==> src/rtl/instruction_fetch.sv <==
// instruction_fetch: PC register and IF/ID pipeline latch with stall, flush, redirect and misaligned-trap handling.
module instruction_fetch #(
  parameter logic [31:0] RESET_PC   = 32'h0040_0000,
  parameter logic [31:0] EXC_VECTOR = 32'h0040_0180
) (
  input  logic        clk,
  input  logic        reset,
  input  logic        stall,
  input  logic        flush,
  input  logic        redirect_valid,
  input  logic [31:0] redirect_target,
  output logic [31:0] imem_addr,
  input  logic [31:0] imem_instr,
  output logic [31:0] if_id_instr,
  output logic [31:0] if_id_pc_plus4,
  output logic        if_id_valid,
  output logic        exc_misaligned,
  output logic [31:0] fetch_count
);
  typedef enum logic [1:0] {BOOT, RUN, TRAP} state_e;
  state_e      state_q, state_d;
  logic [31:0] pc_q, pc_d, instr_q, instr_d, pc4_q, pc4_d, cnt_q, cnt_d;
  logic        valid_q, valid_d, exc_q, exc_d;
  logic        run, misal, hold, fetch;
  always_comb begin
    run     = state_q == RUN;
    misal   = run && redirect_valid && |redirect_target[1:0];
    hold    = run && !redirect_valid && stall && !flush;
    fetch   = run && !redirect_valid && !stall && !flush;
    state_d = misal ? TRAP : RUN;
    pc_d    = !run ? pc_q
            : redirect_valid ? (misal ? EXC_VECTOR : redirect_target)
            : stall ? pc_q : pc_q + 32'd4;
    // Anything that is neither a fresh fetch nor a held entry becomes a bubble.
    instr_d = fetch ? imem_instr : hold ? instr_q : 32'h0;
    pc4_d   = fetch ? pc_q + 32'd4 : hold ? pc4_q : 32'h0;
    valid_d = fetch | (hold & valid_q);
    exc_d   = misal;
    cnt_d   = cnt_q + {31'b0, fetch};
  end
  always_ff @(posedge clk or posedge reset) begin
    if (reset) begin
      state_q <= BOOT;
      pc_q    <= RESET_PC;
      instr_q <= 32'h0;
      pc4_q   <= 32'h0;
      valid_q <= 1'b0;
      exc_q   <= 1'b0;
      cnt_q   <= 32'h0;
    end else begin
      state_q <= state_d;
      pc_q    <= pc_d;
      instr_q <= instr_d;
      pc4_q   <= pc4_d;
      valid_q <= valid_d;
      exc_q   <= exc_d;
      cnt_q   <= cnt_d;
    end
  end
  assign imem_addr      = pc_q;
  assign if_id_instr    = instr_q;
  assign if_id_pc_plus4 = pc4_q;
  assign if_id_valid    = valid_q;
  assign exc_misaligned = exc_q;
  assign fetch_count    = cnt_q;
endmodule

==> config.mk <==
export PLATFORM = sky130hd
export DESIGN_NAME = instruction_fetch
export DESIGN_NICKNAME = d
export VERILOG_FILES = /design/src/rtl/instruction_fetch.sv
export SDC_FILE = /design/constraint.sdc
export NUM_CORES = 1
export LEC_CHECK = 0
export CAP_MARGIN = 0
export CORE_AREA = 2 2 137 105
export CTS_CLUSTER_SIZE = 20
export DETAILED_ROUTE_END_ITERATION = 12
export DIE_AREA = 0 0 139 107
export HOLD_SLACK_MARGIN = 0.06
export PLACE_DENSITY = 0.87
export SYNTH_ARGS = -nofsm -noshare
export SYNTH_HDL_FRONTEND = slang
export SYNTH_SLANG_ARGS = --single-unit
export TNS_END_PERCENT = 5
==> constraint.sdc <==
create_clock -name clk -period 6.25 [get_ports clk]
set_input_delay 1.5625 -clock clk [delete_from_list [all_inputs] [get_ports clk]]
set_output_delay 1.5625 -clock clk [all_outputs]
set_load 0.005 [all_outputs]
==> results of run 1 <==
cell type report:
type | count | area (µm²) | share of cell area
sequential | 131 | 3279 | 0.3631
clock inverter | 14 | 200.2 | 0.02217
inverter | 11 | 43.79 | 0.004849
tap | 175 | 219.0 | 0.02424
clock buffer | 18 | 439.2 | 0.04863
timing repair buffer | 208 | 2052 | 0.2272
multi-input combinational | 453 | 2798 | 0.3098
path summary, 6_finish.rpt:
kind | cells after the start | start | slack, ps | to
worst min register to register | 1 | if_id_valid$_DFF_PP0_ | 480 | if_id_valid$_DFF_PP0_
min in group asynchronous | 2 | reset | 1600 | fetch_count[26]$_DFF_PP0_
worst min-delay path | 1 | if_id_valid$_DFF_PP0_ | 480 | if_id_valid$_DFF_PP0_
max in group asynchronous | 3 | reset | 3600 | fetch_count[8]$_DFF_PP0_
worst max register to register | 9 | exc_misaligned$_DFF_PP0_ | 3070 | fetch_count[29]$_DFF_PP0_
worst max-delay path | 10 | redirect_valid | 1880 | fetch_count[29]$_DFF_PP0_
power by group:
group | leakage [µW] | internal (µW) | switching [µW]
Combinational | 0.00187 | 290 | 221
Sequential | 0.00174 | 930 | 131
Clock | 0.000304 | 685 | 393
layer usage:
layer,track usage,wire [µm],vias to the layer above
met5,0,0,-
met4,0.06566,195,0
met3,0.05762,1291,14
met2,0.3578,8047,231
met1,0.3369,7787,2723
li1,-,-,2596
state kept, by name, indices dropped and copies added (netlist names):
name / count
if_id_pc_plus4: 32
imem_addr: 32
exc_misaligned: 1
fetch_count: 32
if_id_instr: 32
if_id_valid: 1
state_q: 1
kinds of logic (layout without fill, tap and decap cells):
| kind of cell | count (synthesis) | after routing | share of synthesized area |
|---|---|---|---|
| and+or+nand+nor | 225 | 225 | 0.1691 |
| DFF | 131 | 131 | 0.5240 |
| AOI/OAI and AO/OA | 117 | 117 | 0.1094 |
| xor gates and xnor gates | 56 | 56 | 0.07837 |
| muxes | 52 | 52 | 0.08337 |
| buffers and inverters | 48 | 251 | 0.02979 |
| adders and majority gates | 3 | 3 | 0.005998 |
cell usage in the layout, fill, tap and decap left out, types with 3 or more instances in the layout:
| cell | n |
|---|---|
| a211oi_1 | 13 |
| nand2b_1 | 3 |
| nor2_1 | 93 |
| nand3_1 | 31 |
| a21oi_1 | 46 |
| inv_1 | 10 |
| inv_6 | 4 |
| nor3_1 | 12 |
| nand4_1 | 15 |
| dfrtp_1 | 130 |
| xor2_1 | 27 |
| and4_1 | 4 |
| and2_1 | 3 |
| nor4_1 | 9 |
| clkinvlp_4 | 3 |
| nor2b_1 | 3 |
| xnor2_1 | 29 |
| a22o_1 | 3 |
| clkbuf_16 | 17 |
| mux2i_1 | 51 |
| ha_1 | 3 |
| and3_1 | 8 |
| bufinv_16 | 4 |
| nand2_1 | 35 |
| buf_4 | 10 |
| a22oi_1 | 9 |
| clkdlybuf4s50_1 | 197 |
| o21ai_0 | 37 |
through the flow:
stage | cells | hold slack (ps) | total power, µW | area [µm²]
2_1_floorplan | 632 | 464.7 | 1294 | 6259
6_report | 1010 | 479.8 | 2651 | 9031
5_1_grt | 1010 | 514.0 | 2769 | 9031
3_3_place_gp | 978 | 467.7 | 1569 | 8392
4_1_cts | 1010 | 482.4 | 2667 | 9031
3_5_place_dp | 978 | 469.5 | 1581 | 8392
==> flow_metrics.py, run 1 <==
metrics = {
    "synth": {
        "yosys-top-cells-area": "dfrtp_1 (52%), mux2i_1 (8.2%), nor2_1 (5.6%), xnor2_1 (4.1%), xor2_1 (3.8%)",
        "syn_inst": 632,
        "synth_top_area_cell": "dfrtp_1",
        "netlist.area_leader.share": 0.5198,
        "ys_async_sr_fraction": 1.000,
        "synth_seq_cells": 131,
        "yosysMostFrequentCell": "dfrtp_1",
        "synth_flop_cell": "dfrtp_1",
        "syn_nets": 704,
        "synth_edf_count": 0,
        "ys_types": 42,
        "avgSynthCellArea_um2": 9.903,
        "ys_warn_count": 0,
        "yosysSeqAreaShare": 0.5240,
        "synth_common_cells": "dfrtp_1 (130), nor2_1 (93), mux2i_1 (51), a21oi_1 (46), o21ai_0 (37)",
        "syn_area_mm2": 0.006259,
    },
    "drt": {
        "drt_iter0_markers": 434,
        "wl_um": 17320,
        "dr.pass1.iters": 5,
        "postRouteAntennaNets": 0,
        "dr_total_vias": 5564,
        "drc": 0,
        "via_per_inst": 5.509,
        "wl_per_cell_um": 17.15,
    },
    "global_route": {
        "grt_max_degree": 51,
        "grt-ovfl-total": 0,
        "grtUsageTotal": 0.2351,
        "grt_antenna_before_repair": 0,
        "grt_pass1_vias": 5398,
        "grt_pass1_wl_um": 28110,
    },
    "clock_tree": {
        "cts_setup_buffers": 0,
        "htree_levels": 4,
        "cts_tree": "built",
        "cts_buffers": 17,
        "clockBufferDepth": 2,
        "cts_root_buffer": "clkbuf_16",
        "postCtsHoldBufs": 0,
        "ctsResizeCount": 0,
        "path_clk_slew_ps": 60,
        "cts.sinks": 131,
        "clock_latency_ps": 400,
    },
    "floorplanning": {
        "floorplan.die.width_um": 139,
        "coreArea_mm2": 0.01352,
        "io_pins": 199,
        "initial_core_util": 0.4630,
        "fp-row-count": 37,
        "die-area_mm2": 0.01487,
        "die_h_um": 107,
    },
    "setup_path": {
        "slowest_stage": "or4_1",
        "path_max_fanout": 26,
        "cpMostUsedCell": "nor2_1",
        "crit_chain": "clkdlybuf4s50_1, buf_4, or3_1, nor2_1, ha_1, nand4_1, or4_1, or4_4, nor2_1, xor2_1",
        "required_ps": 6580,
        "criticalPathCategory": "in2reg",
        "cp-start-kind": "input pin",
        "crit_family": "simple AND/OR/NAND/NOR gates",
        "slowest_delay_ps": 670,
        "crit_arrival_ps": 4700,
        "crit_buf_inv": 2,
        "cp-end-kind": "flop",
    },
    "power": {
        "powerDensity_mw_per_mm2": 293.5,
        "vdd_drop_max_uv": 223.0,
        "p_leak_uw": 0.003912,
    },
    "sta": {
        "fin_crit_sh": 0.6988,
        "fmax_mhz": 229.0,
        "tns_ps": 0,
        "slew_viol_final": 0,
        "fin_ws_ps": 1882,
        "rsz0062_at_grt": "no",
        "hold_viol_final": 0,
        "setup_viol": 0,
        "slew_headroom": 0.1916,
        "fin_crit_ps": 4368,
        "worst_slew_pin_slew_ps": 1206,
        "finClkSkew_ps": 13.07,
    },
    "placed_design": {
        "dp_hpwl_um": 12160,
        "place_congestion": 0.8581,
        "post-place-ws_ps": 1439,
        "io_buffers": 198,
    },
    "layout": {
        "antennaDiodeCount": 0,
        "final_nets": 894,
        "post-route-util": 0.6681,
        "fill_cells": 1087,
        "synthToLayoutAreaGrowth_pct": 44.30,
        "drive_gt1_frac": 0.05988,
    },
    "hold_path": {
        "hold_path_class": "reg2reg",
    },
    "job": {
        "maxCapViolCount": 0,
    },
    "status": {
        "outcome": "finished, final reports clean",
    },
}
Power figures use the tool's default switching activity.
==> run 2: changes to the inputs <==
==> constraint.sdc (replaced) <==
create_clock -name clk -period 4.3 [get_ports clk]
set_input_delay 1.075 -clock clk [delete_from_list [all_inputs] [get_ports clk]]
set_output_delay 1.075 -clock clk [all_outputs]
set_load 0.005 [all_outputs]
==> run 2 against run 1 <==
  * Clock power grew 49%
  * Power grew 47%
  * Highest routed layer unchanged
  * Setup slack lost 1300 ps
  * Combinational power grew 49%
  * Flip-flop and latch count is the same
==> flow_metrics.py, run 2 (synthesis results as in run 1) <==
metrics = {
    "status": {
        "outcome": "finished, final reports clean",
    },
    "clock_tree": {
        "ctsResizeCount": 0,
        "cts.sinks": 131,
        "cts_buffers": 17,
        "postCtsHoldBufs": 0,
        "path_clk_slew_ps": 60,
        "cts_root_buffer": "clkbuf_16",
        "htree_levels": 4,
        "cts_setup_buffers": 0,
        "cts_tree": "built",
        "clockBufferDepth": 2,
        "clock_latency_ps": 410,
    },
    "layout": {
        "final_common_cell": "clkdlybuf4s50_1",
        "final_nets": 899,
        "antennaDiodeCount": 0,
        "final_cell_mix": "clkdlybuf4s50_1 (197), dfrtp_1 (130), nor2_1 (93)",
        "post-route-util": 0.6740,
        "drive_gt1_frac": 0.06436,
        "synthToLayoutAreaGrowth_pct": 45.58,
    },
    "power": {
        "powerDensity_mw_per_mm2": 429.1,
        "clkPwrFrac": 0.411,
        "vdd_drop_max_uv": 272.1,
        "power_uw": 3910,
        "switching_power_uw": 1069,
        "switching_share": 0.2733,
        "combPwrFrac": 0.194,
        "p_leak_uw": 0.003956,
        "power.share.sequential": 0.395,
        "internal_power_uw": 2841,
    },
    "drt": {
        "via_per_inst": 5.552,
        "dr.pass1.iters": 8,
        "wl_met1_um": 7778,
        "drt_iter0_markers": 365,
        "wl_um": 17980,
        "maxUsedRoutingLayer": "met4",
        "wl_per_cell_um": 17.73,
        "postRouteAntennaNets": 0,
        "wl_met2_um": 8363,
        "dr_total_vias": 5630,
        "drc": 0,
        "route.met3.wl_um": 1511,
    },
    "setup_path": {
        "cp-end-kind": "flop",
        "slowest_stage": "or4_4",
        "crit_chain": "clkdlybuf4s50_1, or3_1, nor2_1, ha_1, nand4_1, or4_1, or4_4, nor2_1, xor2_1",
        "cpMostUsedCell": "nor2_1",
        "path_max_fanout": 4,
        "criticalPathCategory": "in2reg",
        "reg2reg_slack_ps": 1060,
        "cp-start-kind": "input pin",
        "required_ps": 4620,
        "slowest_delay_ps": 570,
        "crit_arrival_ps": 4000,
    },
    "global_route": {
        "grtUsageTotal": 0.2422,
        "grt_antenna_before_repair": 0,
        "grt_pass1_wl_um": 28770,
        "grt_max_degree": 52,
        "grt_pass1_vias": 5550,
        "grt-ovfl-total": 0,
    },
    "floorplanning": {
        "initial_core_util": 0.4630,
        "coreArea_mm2": 0.01352,
        "io_pins": 199,
        "die-area_mm2": 0.01487,
        "floorplan.die.width_um": 139,
        "fp-row-count": 37,
        "die_h_um": 107,
    },
    "placed_design": {
        "io_buffers": 198,
        "dp_hpwl_um": 12680,
        "place_congestion": 0.8491,
        "post-place-ws_ps": 177.1,
    },
    "hold_path": {
        "hold_path_class": "reg2reg",
    },
    "sta": {
        "fin_crit_sh": 0.8553,
        "setup_viol": 0,
        "tns_ps": 0,
        "fin_ws_ps": 622.3,
        "fin_crit_ps": 3678,
        "worst_slew_pin_slew_ps": 1341,
        "fmax_mhz": 271.9,
        "slew_viol_final": 0,
        "hold_viol_final": 0,
        "finClkSkew_ps": 12.61,
        "slew_headroom": 0.09796,
        "rsz0062_at_grt": "no",
    },
    "job": {
        "maxCapViolCount": 0,
    },
}
[run 2: cell types whose count changed in the layout (fill, tap and decap cells not counted), sizes merged]
cell | before | now
bufinv | 4 | 5
clkinv | 3 | 4
clkinvlp | 3 | 2
buf | 11 | 16
clkbuf | 18 | 19
inv | 15 | 12
[run 2: path summary, 6_finish.rpt]
check                                    startpoint                             end  depth (start not counted)
hold / removal                if_id_valid$_DFF_PP0_           if_id_valid$_DFF_PP0_                          1
setup / recovery                              flush       fetch_count[27]$_DFF_PP0_                          9
max in group asynchronous                     reset       imem_addr[11]$_DFFE_PP0P_                          3
min in group asynchronous                     reset  if_id_pc_plus4[20]$_DFFE_PP0P_                          2
setup reg to reg           exc_misaligned$_DFF_PP0_       fetch_count[27]$_DFF_PP0_                          9
hold reg to reg               if_id_valid$_DFF_PP0_           if_id_valid$_DFF_PP0_                          1
[run 2: routing by layer]
metal	GRT usage	vias to the layer above
li1	-	2608
met1	0.3328	2732
met2	0.3793	259
met3	0.06253	31
met4	0.07576	0
met5	0	-
[run 2: power groups by stage]
stage                     Combinational, µW  Clock [µW]  Sequential (µW)
after floorplan                         372           0             1510
after global placement                  739           0             1550
after detailed placement                754           0             1560
after CTS                               762        1640             1540
after global routing                    822        1690             1570
final                                   759        1610             1540
[run 2: area by class of cell]
cell class              count  area (µm²)
clock inverters            12       202.7
inverters                  11       45.04
fillers                  1058        4407
clock buffers              19       452.9
well taps                 175       219.0
repair buffers            213        2115
multi-input cells         453        2798
flip-flops and latches    131        3279
[run 2: through the flow]
| stage | instances | instance area (µm²) | hold slack (ps) |
|---|---|---|---|
| 2_1_floorplan | 632 | 6262 | 464.7 |
| 3_3_place_gp | 983 | 8456 | 465.8 |
| 3_5_place_dp | 983 | 8456 | 472.9 |
| 4_1_cts | 1014 | 9111 | 485.5 |
| 5_1_grt | 1014 | 9111 | 526.9 |
| 6_report | 1014 | 9111 | 485.1 |
[run 2: critical path: cells and delay by family]
family        cells  cell delay (ps)
simple gates      6             2050
buf+inv           1              430
xor+xnor          1              190
fa+ha+maj         1              260
